### src/rtl/misr_pkg.sv
// -----------------------------------------------------------------------------
// misr_pkg
// Shared constants and types for the wrapper_misr peripheral.
//   - register offsets inside the 256-byte window
//   - window size
//   - CONTROL bit positions
//   - decoded register select type and its decode function
// -----------------------------------------------------------------------------
package misr_pkg;

  localparam logic [7:0] CONTROL_OFFSET   = 8'h00;
  localparam logic [7:0] COEFF_OFFSET     = 8'h40;
  localparam logic [7:0] SIGNATURE_OFFSET = 8'h80;
  localparam logic [7:0] DONE_OFFSET      = 8'hC0;

  localparam int unsigned WINDOW_SIZE = 'h100;

  localparam int unsigned CTRL_EN_BIT  = 0;
  localparam int unsigned CTRL_CLR_BIT = 1;

  // Compaction counter width; must hold NBIT_REGS (64) without wrapping.
  localparam int unsigned CNT_W = 7;

  typedef enum logic [2:0] {
    SEL_NONE,
    SEL_CONTROL,
    SEL_COEFF,
    SEL_SIGNATURE,
    SEL_DONE
  } reg_sel_e;

  function automatic reg_sel_e decode_offset(input logic [7:0] offset);
    case (offset)
      CONTROL_OFFSET:   return SEL_CONTROL;
      COEFF_OFFSET:     return SEL_COEFF;
      SIGNATURE_OFFSET: return SEL_SIGNATURE;
      DONE_OFFSET:      return SEL_DONE;
      default:          return SEL_NONE;
    endcase
  endfunction

endpackage

### src/rtl/misr_core.sv
// -----------------------------------------------------------------------------
// misr_core
// Signature register, compaction counter and DONE flag.
// Ports:
//   clk_i   clock, rising edge
//   rst_i   synchronous active-high reset
//   step    perform one compaction this cycle (ignored once done)
//   clear   zero signature and counter (wins over step)
//   coeff   feedback polynomial taps
//   in      compaction input word
//   sig     current signature
//   done    NBIT_REGS compactions completed since last clear/reset
// -----------------------------------------------------------------------------
module misr_core
  import misr_pkg::*;
#(
  parameter int unsigned N = 64
) (
  input  logic         clk_i,
  input  logic         rst_i,
  input  logic         step,
  input  logic         clear,
  input  logic [N-1:0] coeff,
  input  logic [N-1:0] in,
  output logic [N-1:0] sig,
  output logic         done
);

  logic [CNT_W-1:0] count;

  // The counter stops at N, so DONE is simply "counter reached N" and the
  // signature freezes because further steps are suppressed.
  assign done = (count == CNT_W'(N));

  // NOTE: sequential state uses non-blocking assignments so every flop samples
  // the pre-edge values of the others; blocking here would chain updates.
  always_ff @(posedge clk_i) begin
    if (rst_i) begin
      sig   <= '0;
      count <= '0;
    end else if (clear) begin
      sig   <= '0;
      count <= '0;
    end else if (step && !done) begin
      sig   <= {sig[N-2:0], 1'b0} ^ (sig[N-1] ? coeff : '0) ^ in;
      count <= count + 1'b1;
    end
  end

endmodule

### src/rtl/wrapper_misr.sv
// -----------------------------------------------------------------------------
// wrapper_misr
// Memory-mapped MISR peripheral. Snoops every bus request outside its own
// 256-byte window at START_ADDR and compacts the request data into a
// signature. Registers: CONTROL (0x00), COEFF (0x40), SIGNATURE (0x80, RO),
// DONE (0xC0, RO).
// Ports:
//   clk_i   clock, rising edge
//   rst_i   synchronous active-high reset
//   req_i   bus request valid
//   we_i    1 = write, 0 = read
//   data_i  write data / snooped data
//   addr_i  request address
//   data_o  registered read data, 0 except the cycle after an in-window read
// Build option:
//   MISR_ADDR_COMPACT_EN  when defined, compaction input is data_i ^ addr_i;
//                         otherwise data_i alone.
// -----------------------------------------------------------------------------
module wrapper_misr
  import misr_pkg::*;
#(
  parameter int unsigned              NBIT_DATA  = 64,
  parameter int unsigned              NBIT_ADDR  = 64,
  parameter int unsigned              NBIT_REGS  = NBIT_DATA,
  parameter logic [NBIT_ADDR-1:0]     START_ADDR = NBIT_ADDR'(64'h0000_0000_0200_0000)
) (
  input  logic                 clk_i,
  input  logic                 rst_i,
  input  logic                 req_i,
  input  logic                 we_i,
  input  logic [NBIT_DATA-1:0] data_i,
  input  logic [NBIT_ADDR-1:0] addr_i,
  output logic [NBIT_DATA-1:0] data_o
);

  localparam logic [NBIT_ADDR-1:0] END_ADDR = START_ADDR + NBIT_ADDR'(WINDOW_SIZE);

  logic                 in_window;
  logic [7:0]           offset;
  reg_sel_e             sel;
  logic                 wr_hit;
  logic                 rd_hit;
  logic                 ctrl_en;
  logic [NBIT_REGS-1:0] coeff;
  logic                 clear;
  logic                 step;
  logic [NBIT_REGS-1:0] comp_in;
  logic [NBIT_REGS-1:0] sig;
  logic                 done;

  assign in_window = (addr_i >= START_ADDR) && (addr_i < END_ADDR);
  // The window is 256-byte aligned in practice, but subtracting keeps the
  // decode correct for any base.
  assign offset    = addr_i[7:0] - START_ADDR[7:0];
  assign sel       = decode_offset(offset);
  assign wr_hit    = req_i && we_i && in_window;
  assign rd_hit    = req_i && !we_i && in_window;

  // CLR is never stored: it is a one-cycle pulse straight into the core.
  assign clear = wr_hit && (sel == SEL_CONTROL) && data_i[CTRL_CLR_BIT];
  assign step  = req_i && !in_window && ctrl_en;

`ifdef MISR_ADDR_COMPACT_EN
  assign comp_in = data_i ^ addr_i[NBIT_DATA-1:0];
`else
  assign comp_in = data_i;
`endif

  always_ff @(posedge clk_i) begin
    if (rst_i) begin
      ctrl_en <= 1'b0;
      coeff   <= '0;
    end else if (wr_hit) begin
      case (sel)
        SEL_CONTROL: ctrl_en <= data_i[CTRL_EN_BIT];
        SEL_COEFF:   coeff   <= data_i;
        default:     ;
      endcase
    end
  end

  // Read data is registered; it shows the pre-edge register value, so a read
  // in the same cycle as a step returns the pre-step signature.
  always_ff @(posedge clk_i) begin
    if (rst_i) begin
      data_o <= '0;
    end else if (rd_hit) begin
      case (sel)
        SEL_CONTROL:   data_o <= NBIT_DATA'(ctrl_en);
        SEL_COEFF:     data_o <= coeff;
        SEL_SIGNATURE: data_o <= sig;
        SEL_DONE:      data_o <= NBIT_DATA'(done);
        default:       data_o <= '0;
      endcase
    end else begin
      data_o <= '0;
    end
  end

  misr_core #(
    .N (NBIT_REGS)
  ) u_core (
    .clk_i (clk_i),
    .rst_i (rst_i),
    .step  (step),
    .clear (clear),
    .coeff (coeff),
    .in    (comp_in),
    .sig   (sig),
    .done  (done)
  );

endmodule

### config.mk
export PLATFORM = sky130hd
export DESIGN_NAME = wrapper_misr
export DESIGN_NICKNAME = d
export VERILOG_FILES = /design/src/rtl/misr_pkg.sv /design/src/rtl/misr_core.sv /design/src/rtl/wrapper_misr.sv
export SDC_FILE = /design/constraint.sdc
export NUM_CORES = 1
export LEC_CHECK = 0
export CAP_MARGIN = 10
export CORE_MARGIN = 4
export CORE_UTILIZATION = 45
export CTS_CLUSTER_DIAMETER = 40
export DETAILED_ROUTE_END_ITERATION = 16
export GPL_TIMING_DRIVEN = 0
export PLACE_DENSITY = 0.78
export RECOVER_POWER = 100
export SLEW_MARGIN = 20
export SYNTH_ARGS = -nofsm -noshare
export SYNTH_HDL_FRONTEND = slang
export SYNTH_SLANG_ARGS = --single-unit
### constraint.sdc
create_clock -name clk_i -period 4.59 [get_ports clk_i]
set_input_delay 0.6885 -clock clk_i [delete_from_list [all_inputs] [get_ports clk_i]]
set_output_delay 0.6885 -clock clk_i [all_outputs]
set_load 0.005 [all_outputs]
* Yosys cells after proc, flatten, opt, wreduce, memory -nomap -nowiden
Cells that the tools add are included.
** Word-level totals
- Flip-flop bits (word level) :: 200
- Output and inout port bits :: 64
- Input bits :: 132
** Operators by class
- Bitwise logic cells :: 3
- Equal/unequal tests :: 8
- Multiplexer cells :: 3
- $add $sub $neg :: 1
- Reductions and logical operators :: 18
- $lt $le $gt $ge :: 2
** Operator list (count)
- one-hot mux 64 bit (4 select lines) :: 1
- XOR 64 bit :: 2
- >= comparator 64 x 26 -> 1 bit (second input constant) :: 1
- < comparator 64 x 26 -> 1 bit (second input constant) :: 1
- 2-to-1 mux 64 bit :: 1
- equality test 8 bit (second input constant) :: 2
- one-hot mux 3 bit (4 select lines) :: 1
- logical AND 1 bit :: 10
- equality test 8 x 7 -> 1 bit (second input constant) :: 1
- logical NOT 8 bit :: 1
- adder 7 x 1 -> 7 bit (second input constant) :: 1
- equality test 7 bit (second input constant) :: 1
- equality test 3 x 2 -> 1 bit (second input constant) :: 2
- AND reduction 2 bit :: 2
- OR reduction 2 bit :: 2
- equality test 3 x 1 -> 1 bit (second input constant) :: 1
- equality test 3 bit (second input constant) :: 1
- logical NOT 1 bit :: 3
- inverter 1 bit :: 1

* Longest topological paths before layout
Gate-level depths: netlist of run 1.
- Depth after elaboration :: 6
- Gate-level depth with buffers :: 8
- Mapped depth without buffers :: 7

* Modules after synthesis
A second synthesis of run 1 with hierarchy kept.
** Second synthesis, totals
- Cells, all modules :: 1093
- Area total of the unflattened synthesis :: 9800.6 um^2
** Modules (own cells, without submodules)
- wrapper_misr :: cells each 550, sequential area each 2582.5 um^2, instances 1, area an instance 4936.0 um^2
- misr_core :: cells each 543, sequential area each 1421.4 um^2, instances 1, area an instance 4864.7 um^2

* Least setup slack after synthesis of run 1
OpenSTA, ideal clock, no wires.
- Path kind :: input -> register
- Start :: in addr_i[49]
- End :: reg coeff[25]
- Arrival time :: 2.242 ns
- Buffers on the path :: 2
- Slack :: 2.216 ns
- Stages on the path :: 7
- Setup time :: 0.132 ns
- Required time :: 4.458 ns
- Path through :: nor4_1 > nand4_1 > or4_4 > buf_6 > clkbuf_2 > o21ai_0 > a21oi_1
** On the way
- Word-level cells in the longest chain between the ends :: 4
- Elaborated cells between the ends (all ways) :: 5
** RTL lines
- from (decl) :: line wrapper_misr.sv:32 : input logic [NBIT_ADDR-1:0] addr_i,
- >= comparator 64 x 26 -> 1 bit / < comparator 64 x 26 -> 1 bit (equally long branches) :: line wrapper_misr.sv:51 : assign in_window = (addr_i >= START_ADDR) && (addr_i < END_ADDR);
- logical AND 1 bit * :: line wrapper_misr.sv:51
- logical AND 1 bit * :: line wrapper_misr.sv:56 : assign wr_hit = req_i && we_i && in_window;
- AND reduction 2 bit (no line) *
- to (signal assigned) :: line wrapper_misr.sv:76 : SEL_COEFF: coeff <= data_i;
- to (decl) :: line wrapper_misr.sv:44 : logic [NBIT_REGS-1:0] coeff;
Every way passes the cells marked *; elsewhere a longest branch is shown, timed or not.
A chain may end at the register's enable or synchronous reset.

* Final worst setup path of run 1
- Start :: in addr_i[30]
- End :: reg coeff[30]
The elaborated chain is that of the path after synthesis.

==> impl_summary.md, run 1 <==
Global routing
The global routing usage summed across all routing layers is 23.83%. Entering global routing, the biggest net connects 18 pins. The via count of the first global-routing pass is 8615. The first global-routing pass estimated 43020 um of wire. Summed over all layers, the global routing overflow is 0. The initial antenna violation count is 0.

Timing
The routed design could run at a clock period as short as 3.553 ns. Setup repair after global routing left no endpoint under its margin. After layout, the worst path uses 77.41% of the clock period. The clock skew is 0.01077 ns. Adding up every negative setup slack in the final design gives 0 ns.

The worst pin sits at a relative slew slack of 30.43%. Based on the critical path, the design can be clocked at up to 281.5 MHz. The number of hold violations in the final report is 0.

The count of pins over their slew limit was 0. The total of endpoints with negative setup slack in the final report is 0. The slew of the pin with the lowest slew margin is 1.040 ns.

Floorplan
Once the floorplan was initialized, standard cells occupied 46.07% of the core. Row generation in the floorplan step produced 51 rows. The die is 149.8 um wide. The full die area is 22450 um^2. The die is 149.8 um tall. The top-level port count is 196. The region available for standard cell placement spans 19650 um^2.

Critical path
The number of buffer and inverter stages on the critical path is 4. The beginning of the worst register-to-register path is u_core.count[0]. The critical path capture point type is a flop.

Counting cells, the worst reg-to-reg path comes to 8. The endpoint identified for the worst register-to-register timing path is u_core.sig[53]. The critical-path cell with the highest stage delay is sky130_fd_sc_hd__nor4_4. The critical path class is input port to flop. At the worst endpoint, the required time is 4.95 ns. Data on the critical path arrives at its endpoint at 3.91 ns.

The cell with the most instances on the worst path is sky130_fd_sc_hd__clkbuf_1. On the worst path, the slowest cell contributes a delay of 0.66 ns. STA classifies the critical path startpoint as an input port.

The largest delay contributor family on the critical path is buffers and inverters. The maximum fanout along the worst path is 10. The signal on the critical path passes through dlygate4sd3_1, nor4b_1, nand4_1, nor4_4, clkbuf_1, buf_6, clkbuf_1, nand3_1, a21oi_1. The worst-case register-to-register setup slack is 2.10 ns.

Worst hold path
The worst min-delay path endpoint is u_core.count[6]. The worst hold path passes through 2 cells. The worst hold path belongs to the class flop to flop. The startpoint of the worst hold path is u_core.count[6].

Power and ir drop
The total leakage power is 0.003978 uW. The peak supply drop is 0.2683 mV. The completed layout was analyzed and its total power is 3494 uW.

The total power per unit cell area is 293.8 nW/um^2.

Route
The pre-antenna-repair detailed-routing pass consisted of 7 iterations. After detailed routing, the number of remaining DRC violations is 0. The wire length reported by the detailed router is 27650 um. The count of nets left with antenna violations once routing finished came out at 0. The number of DRC markers after the initial detailed-route iteration is 782. After detailed routing, the average wire length per cell comes to 17.51 um. The average via count per standard cell is 5.726. For this block, the via count after detailed routing is 9042.

Synthesis
Synthesis produced a netlist with a net count of 1221. The top cell type by area accounts for 44.22% of the synthesized area. During synthesis, Yosys emitted a total of 0 warnings. Averaged over all synthesized cells, the footprint is 8.329 um^2.

The most area-hungry cell type in the Yosys netlist is sky130_fd_sc_hd__dfxtp_1. The number of flip-flops and latches in the synthesized netlist is 200. Yosys attributes the largest share of cell area to sky130_fd_sc_hd__dfxtp_1, sky130_fd_sc_hd__a21oi_1, sky130_fd_sc_hd__nand3_1.

The gate count of the mapped netlist is 1087. The synthesized netlist occupies a cell area of 9054 um^2. The number of distinct library cell variants in the gate-level netlist after synthesis is 39. The sequential-to-total area share from yosys stat is 44.22%.

Clock tree
The buffer depth of the longest clock path is 2. The number of hold-repair buffers added at the cts stage is 0. For this design, the sink count on the clock tree is 200. The number of buffers added for setup after CTS is 0. The number of buffers created by CTS is 17. The cell at the root of the clock tree is sky130_fd_sc_hd__clkbuf_16. TritonCTS built the clock tree. The H-tree generated during clock tree synthesis spans 4 levels.

The later pin in the worst-skew pair is clocked with a latency of 0.44 ns. Clock-pin slew was measured on the worst setup and hold paths at 0.07 ns. The number of cells upsized or downsized after cts is 0.

Placed design
The count of buffers added on input and output ports is 195. Once placement completed, the tool counted placed cells totaling 1547. The half-perimeter wire length after detailed placement is 19490 um.

The final estimated routing congestion in global placement is 0.8410.

Final layout
The final layout net count is 1435. The core occupancy in the finished layout is 60.50%. The library cell used most frequently in the layout, excluding fill and tap cells, is sky130_fd_sc_hd__dfxtp_1. The area added between synthesis and finish is 31.34%. In the layout the commonest cells are sky130_fd_sc_hd__dfxtp_1, sky130_fd_sc_hd__a21oi_1, sky130_fd_sc_hd__nand3_1. The ratio of cells with drive above 1 in the final layout is 4.110%. The number of antenna diodes is 0.

The count of placed standard cells in the final layout, fillers left out is 1579.

Job
The number of max-cap violations is 0.

Status
The run finished with clean final reports.
==> tightest hold or removal path, stage by stage (launching register included) <==
cell	delay, ns
sky130_fd_sc_hd__dfxtp_1	0.31
sky130_fd_sc_hd__o31ai_1	0.06
sky130_fd_sc_hd__a21oi_1	0.06
==> worst max-delay path by stage <==
stage	depth (start not counted)	from	to	slack (ns)
2_1_floorplan	7	addr_i[49]	coeff[25]	2.22
3_3_place_gp	8	addr_i[49]	u_core.sig[63]	1.22
3_5_place_dp	8	addr_i[30]	u_core.sig[6]	1.22
4_1_cts	8	addr_i[30]	u_core.sig[1]	1.65
5_1_grt	9	addr_i[30]	coeff[37]	0.79
6_report	9	addr_i[30]	coeff[30]	1.04
==> synthesized netlist by cell type, drive strengths merged <==
cell type    n
inv          4
a31o         1
nor4b        2
and3         1
a22oi       63
o31ai        4
xor2        63
nor4        21
nor2        67
clkbuf      63
nand2       69
xnor2       64
nor3         4
nand3      133
o211a        1
o211ai       1
ha           2
buf         35
dfxtp      200
a31oi        1
nand4        6
a311oi       1
or4          6
or3          2
a21bo        1
a21oi      137
nor3b        1
nand2b       2
or4b         1
a2bb2oi      1
o21ai      130
==> through the flow <==
step           area, um^2  hold WS [ns]  setup WS (ns)
2_1_floorplan        9054        0.4415          2.216
3_3_place_gp        11340        0.4545          1.223
3_5_place_dp        11340        0.4725          1.217
4_1_cts             11940        0.4810          1.655
5_1_grt             11890        0.4996         0.7878
6_report            11890        0.4787          1.037
==> registers in the layout, summed over array words and instances, names as in the netlist <==
name and count:
u_core.count 7, coeff 64, u_core.sig 64, ctrl_en 1, data_o 64
==> per-layer routing <==
| layer | share of wire, % | GRT usage [%] | vias to the layer above |
|---|---|---|---|
| met2 | 48 | 39.85 | 448 |
| met3 | 8.4 | 5.694 | 48 |
| met1 | 41 | 30.48 | 4283 |
| met4 | 1.8 | 7.365 | 0 |
| met5 | 0 | 0 | - |
| li1 | - | - | 4263 |
==> report_power, final <==
group	total (uW)	internal, uW	switching (uW)
clock	1530	845	690
combinational	226	134	91.9
sequential	1730	1730	0
==> cell type report <==
cell class                      instances  area (um^2)
Tap cell                              265        331.6
Clock buffer                           21        460.4
Inverter                                4        15.01
Timing Repair Buffer                  195         1952
Sequential cell                       200         4004
Multi-Input combinational cell        785         4568
Buffer                                 98        422.9
Clock inverter                         11        137.6
Fill cell                            1771         7762
==> logic make-up (layout without fill, tap and decap cells) <==
family | count (synthesis) | after routing | share of synthesized area, %
flip-flops | 200 | 200 | 44.22
AND/OR/NAND/NOR | 315 | 315 | 16.92
buffers and inverters | 102 | 329 | 5.321
XOR/XNOR | 127 | 127 | 12.29
AO/OA/AOI/OAI | 341 | 341 | 20.98
adder cells (fa/ha/maj) | 2 | 2 | 0.2764
Note: power is estimated with default switching activity, not from simulation.
==> run 2, diff against run 1 <==
--- a/config.mk
+++ b/config.mk
@@ -11,7 +11,7 @@
 export CTS_CLUSTER_DIAMETER = 40
 export DETAILED_ROUTE_END_ITERATION = 16
 export GPL_TIMING_DRIVEN = 0
-export PLACE_DENSITY = 0.78
+export PLACE_DENSITY = 0.81
 export RECOVER_POWER = 100
 export SLEW_MARGIN = 20
 export SYNTH_ARGS = -nofsm -noshare
==> constraint.sdc (replaced) <==
create_clock -name clk_i -period 3.25 [get_ports clk_i]
set_input_delay 0.4875 -clock clk_i [delete_from_list [all_inputs] [get_ports clk_i]]
set_output_delay 0.4875 -clock clk_i [all_outputs]
set_load 0.005 [all_outputs]
==> run 2 against run 1 <==
Effect of this change:
- cell count unchanged
- wire length up 3.1%
- critical path depth down 2
- total power up 41%
- first-iteration DRC count up 7.9%
- utilization up 0.15 points
- clock power up 41%
- worst hold slack better by 0.011 ns
- clock skew up 0.0021 ns
- via count up 0.95%
- critical path type unchanged
- worst setup slack worse by 0.78 ns
- cell area up 0.25%
==> impl_summary.md, run 2 (synthesis results as in run 1) <==
Status
The flow ran to the end, and the final reports show no timing, DRC or antenna violations.

Critical path
The critical path capture point type is a flop. In this run the critical register-to-register path is captured at u_core.sig[62]. The worst setup path startpoint is addr_i[3]. The required time at the endpoint of the critical path is 3.59 ns (-1.36 ns). The critical path class is input port to flop.

The data arrival at the endpoint of the critical path came to 3.33 ns (-0.58 ns). The worst register-to-register path begins at u_core.count[0]. The worst-case register-to-register setup slack was 0.68 ns (-1.42 ns). The nature of the critical path startpoint is an input port. The maximum fanout along the worst path is 10 (unchanged). The number of cells on the worst reg-to-reg path is 8 (unchanged).

Worst hold path
The startpoint of the worst hold path is u_core.count[6]. The min-delay analysis places its worst path in the category flop to flop. The worst hold path terminates at u_core.count[6].

The depth of the worst hold-timing path was 2 (unchanged).

Power and ir drop
The total chip power came to 4920 uW (+41%). The total power per unit cell area came to 412.7 nW/um^2 (+40%). The peak supply drop is 0.3957 mV (+47%). The total leakage power is 0.004020 uW (+1.1%).

Timing
The share of the clock period used by the worst path after layout is 92.03%. The final period demand of the worst path is 2.991 ns. The count of pins over their slew limit came to 0 (unchanged). The clock skew came to 0.01288 ns (+0.002108 ns). The slew of the pin with the lowest slew margin is 1.100 ns (+0.06052 ns). The post-route setup TNS is 0 ns (unchanged). The fmax is 334.3 MHz. The total of endpoints with negative setup slack in the final report is 0 (unchanged). Setup repair after global routing left no endpoint under its margin. The headroom to the max-slew limit is 26.38% (-4.0 points). The number of hold violations in the final report is 0 (unchanged).

Route
The via total after detailed routing came to 9128 (+0.95%). The antenna violation net count after detailed routing is 0 (unchanged). The routed wire length per instance is 18.05 um (+3.1%). The detailed-router iteration count before antenna repair was 6 (-1). The number of DRC markers after the initial detailed-route iteration is 844 (+7.9%). The average via count per standard cell came to 5.781 (+0.95%). The number of DRC violations after detailed routing came to 0 (unchanged). The wire length reported by the detailed router was 28510 um (+3.1%).

Job
The number of max-cap violations is 0 (unchanged).

Floorplan
The die span in y is 149.8 um (unchanged). The starting density of the core came to 46.07% (unchanged). The top-level port count came to 196 (unchanged). The number of rows created at floorplan is 51 (unchanged). The full die area was 22450 um^2 (unchanged).

The x dimension of the die came to 149.8 um (unchanged). The core box area is 19650 um^2 (unchanged).

Final layout
The number of fill cells in the layout is 1736 (-2.0%). The number of antenna diodes is 0 (unchanged). The most common library cell in the layout ignoring fill and taps is sky130_fd_sc_hd__dfxtp_1. The largest registers in the layout are coeff (64), data_o (64), u_core.sig (64). The area added between synthesis and finish is 31.67%. The core occupancy in the finished layout is 60.66% (+0.15 points). The ratio of cells with drive above 1 in the final layout is 5.099% (+0.99 points). The final layout net count was 1435 (unchanged). The library cells used most frequently in the layout, excluding fill and tap cells, are sky130_fd_sc_hd__dfxtp_1, sky130_fd_sc_hd__a21oi_1, sky130_fd_sc_hd__nand3_1.

Placed design
The count of input and output buffers is 195 (unchanged). The half-perimeter wire length after detailed placement came to 19920 um (+2.2%). The final estimated routing congestion in global placement is 0.8800 (+4.6%).

Clock tree
The clock latency of the later-clocked register in the worst-skew pair was 0.44 ns (about the same). The number of cells upsized or downsized after cts is 0 (unchanged). The H-tree level count was 4 (unchanged). The number of buffers added for setup after CTS is 0 (unchanged).

The buffer depth of the longest clock path is 2 (unchanged). The number of sinks driven by the clock tree is 200 (unchanged). The clock transition at the register clock pins on the worst setup and hold paths after CTS is 0.07 ns (about the same). The cell at the root of the clock tree is sky130_fd_sc_hd__clkbuf_16. The clock tree from TritonCTS is yes. The number of buffers created by CTS is 17 (unchanged). The number of hold-repair buffers added at the cts stage is 0 (unchanged).

Global routing
The global-route wire length before repair is 44960 um (+4.5%). The via count of the first global-routing pass was 8882 (+3.1%). The initial antenna violation count came to 0 (unchanged). The overflow left after global routing is 0 (unchanged). The largest net degree at the start of global routing is 17 (-1). The global routing usage summed across all routing layers came to 24.92% (+1.1 points).
## run 2: cell count changes in the layout (fill, tap and decap cells not counted), sizes merged
cell	change
buf	+13
clkbuf	-11
inv	-2
clkinv	-1
clkinvlp	+1
## run 2: where the power goes
part	leakage, uW	switching, uW	total, uW	internal, uW
combinational	0.00213	131	322	191
sequential	0.00161	0	2450	2450
clock	0.000280	947	2150	1200
## run 2: final cells by class
cell class              instances  area [um^2]  share of cell area [%]
clock inverters                 9        113.9                  0.9551
inverters                       4        15.01                  0.1259
repair buffers                195         1952                   16.37
clock buffers                  23        478.0                   4.009
flip-flops and latches        200         4004                   33.59
well taps                     265        331.6                   2.781
plain buffers                  98        459.2                   3.852
multi-input cells             785         4568                   38.32
## run 2: routing by layer
layer	share of wire [%]	vias to the layer above	track usage [%]
met1	41	4318	31.63
li1	-	4259	-
met2	48	492	41.86
met5	0	-	0
met3	8.8	59	5.906
met4	2.5	0	8.005
## run 2: critical path, cell delays in order
cell	delay (ns)
sky130_fd_sc_hd__dlygate4sd3_1	0.53
sky130_fd_sc_hd__nor4_1	0.27
sky130_fd_sc_hd__nand2_1	0.25
sky130_fd_sc_hd__nor2_1	0.91
sky130_fd_sc_hd__clkbuf_1	0.48
sky130_fd_sc_hd__a22oi_1	0.18
sky130_fd_sc_hd__nor2_1	0.23
## run 2: per-stage QoR
stage / setup WS [ns] / instance area (um^2) / cells / hold WS (ns)
2_1_floorplan: 1.077 / 9054 / 1087 / 0.4415
6_report: 0.2590 / 11920 / 1579 / 0.4898
3_5_place_dp: 0.05535 / 11340 / 1547 / 0.4744
3_3_place_gp: 0.03733 / 11340 / 1547 / 0.4557
4_1_cts: 0.5033 / 11930 / 1579 / 0.4912
5_1_grt: 0.1804 / 11920 / 1579 / 0.5133
## run 2: how the worst max path moves through the flow
stage                     endpoint  depth (start not counted)  slack (ns)
floorplan                coeff[25]                          7        1.08
global placement    u_core.sig[63]                          8        0.04
detailed placement  u_core.sig[63]                          8        0.06
CTS                 u_core.sig[63]                          8        0.50
global route             coeff[46]                          9        0.18
finish                  data_o[30]                          7        0.26
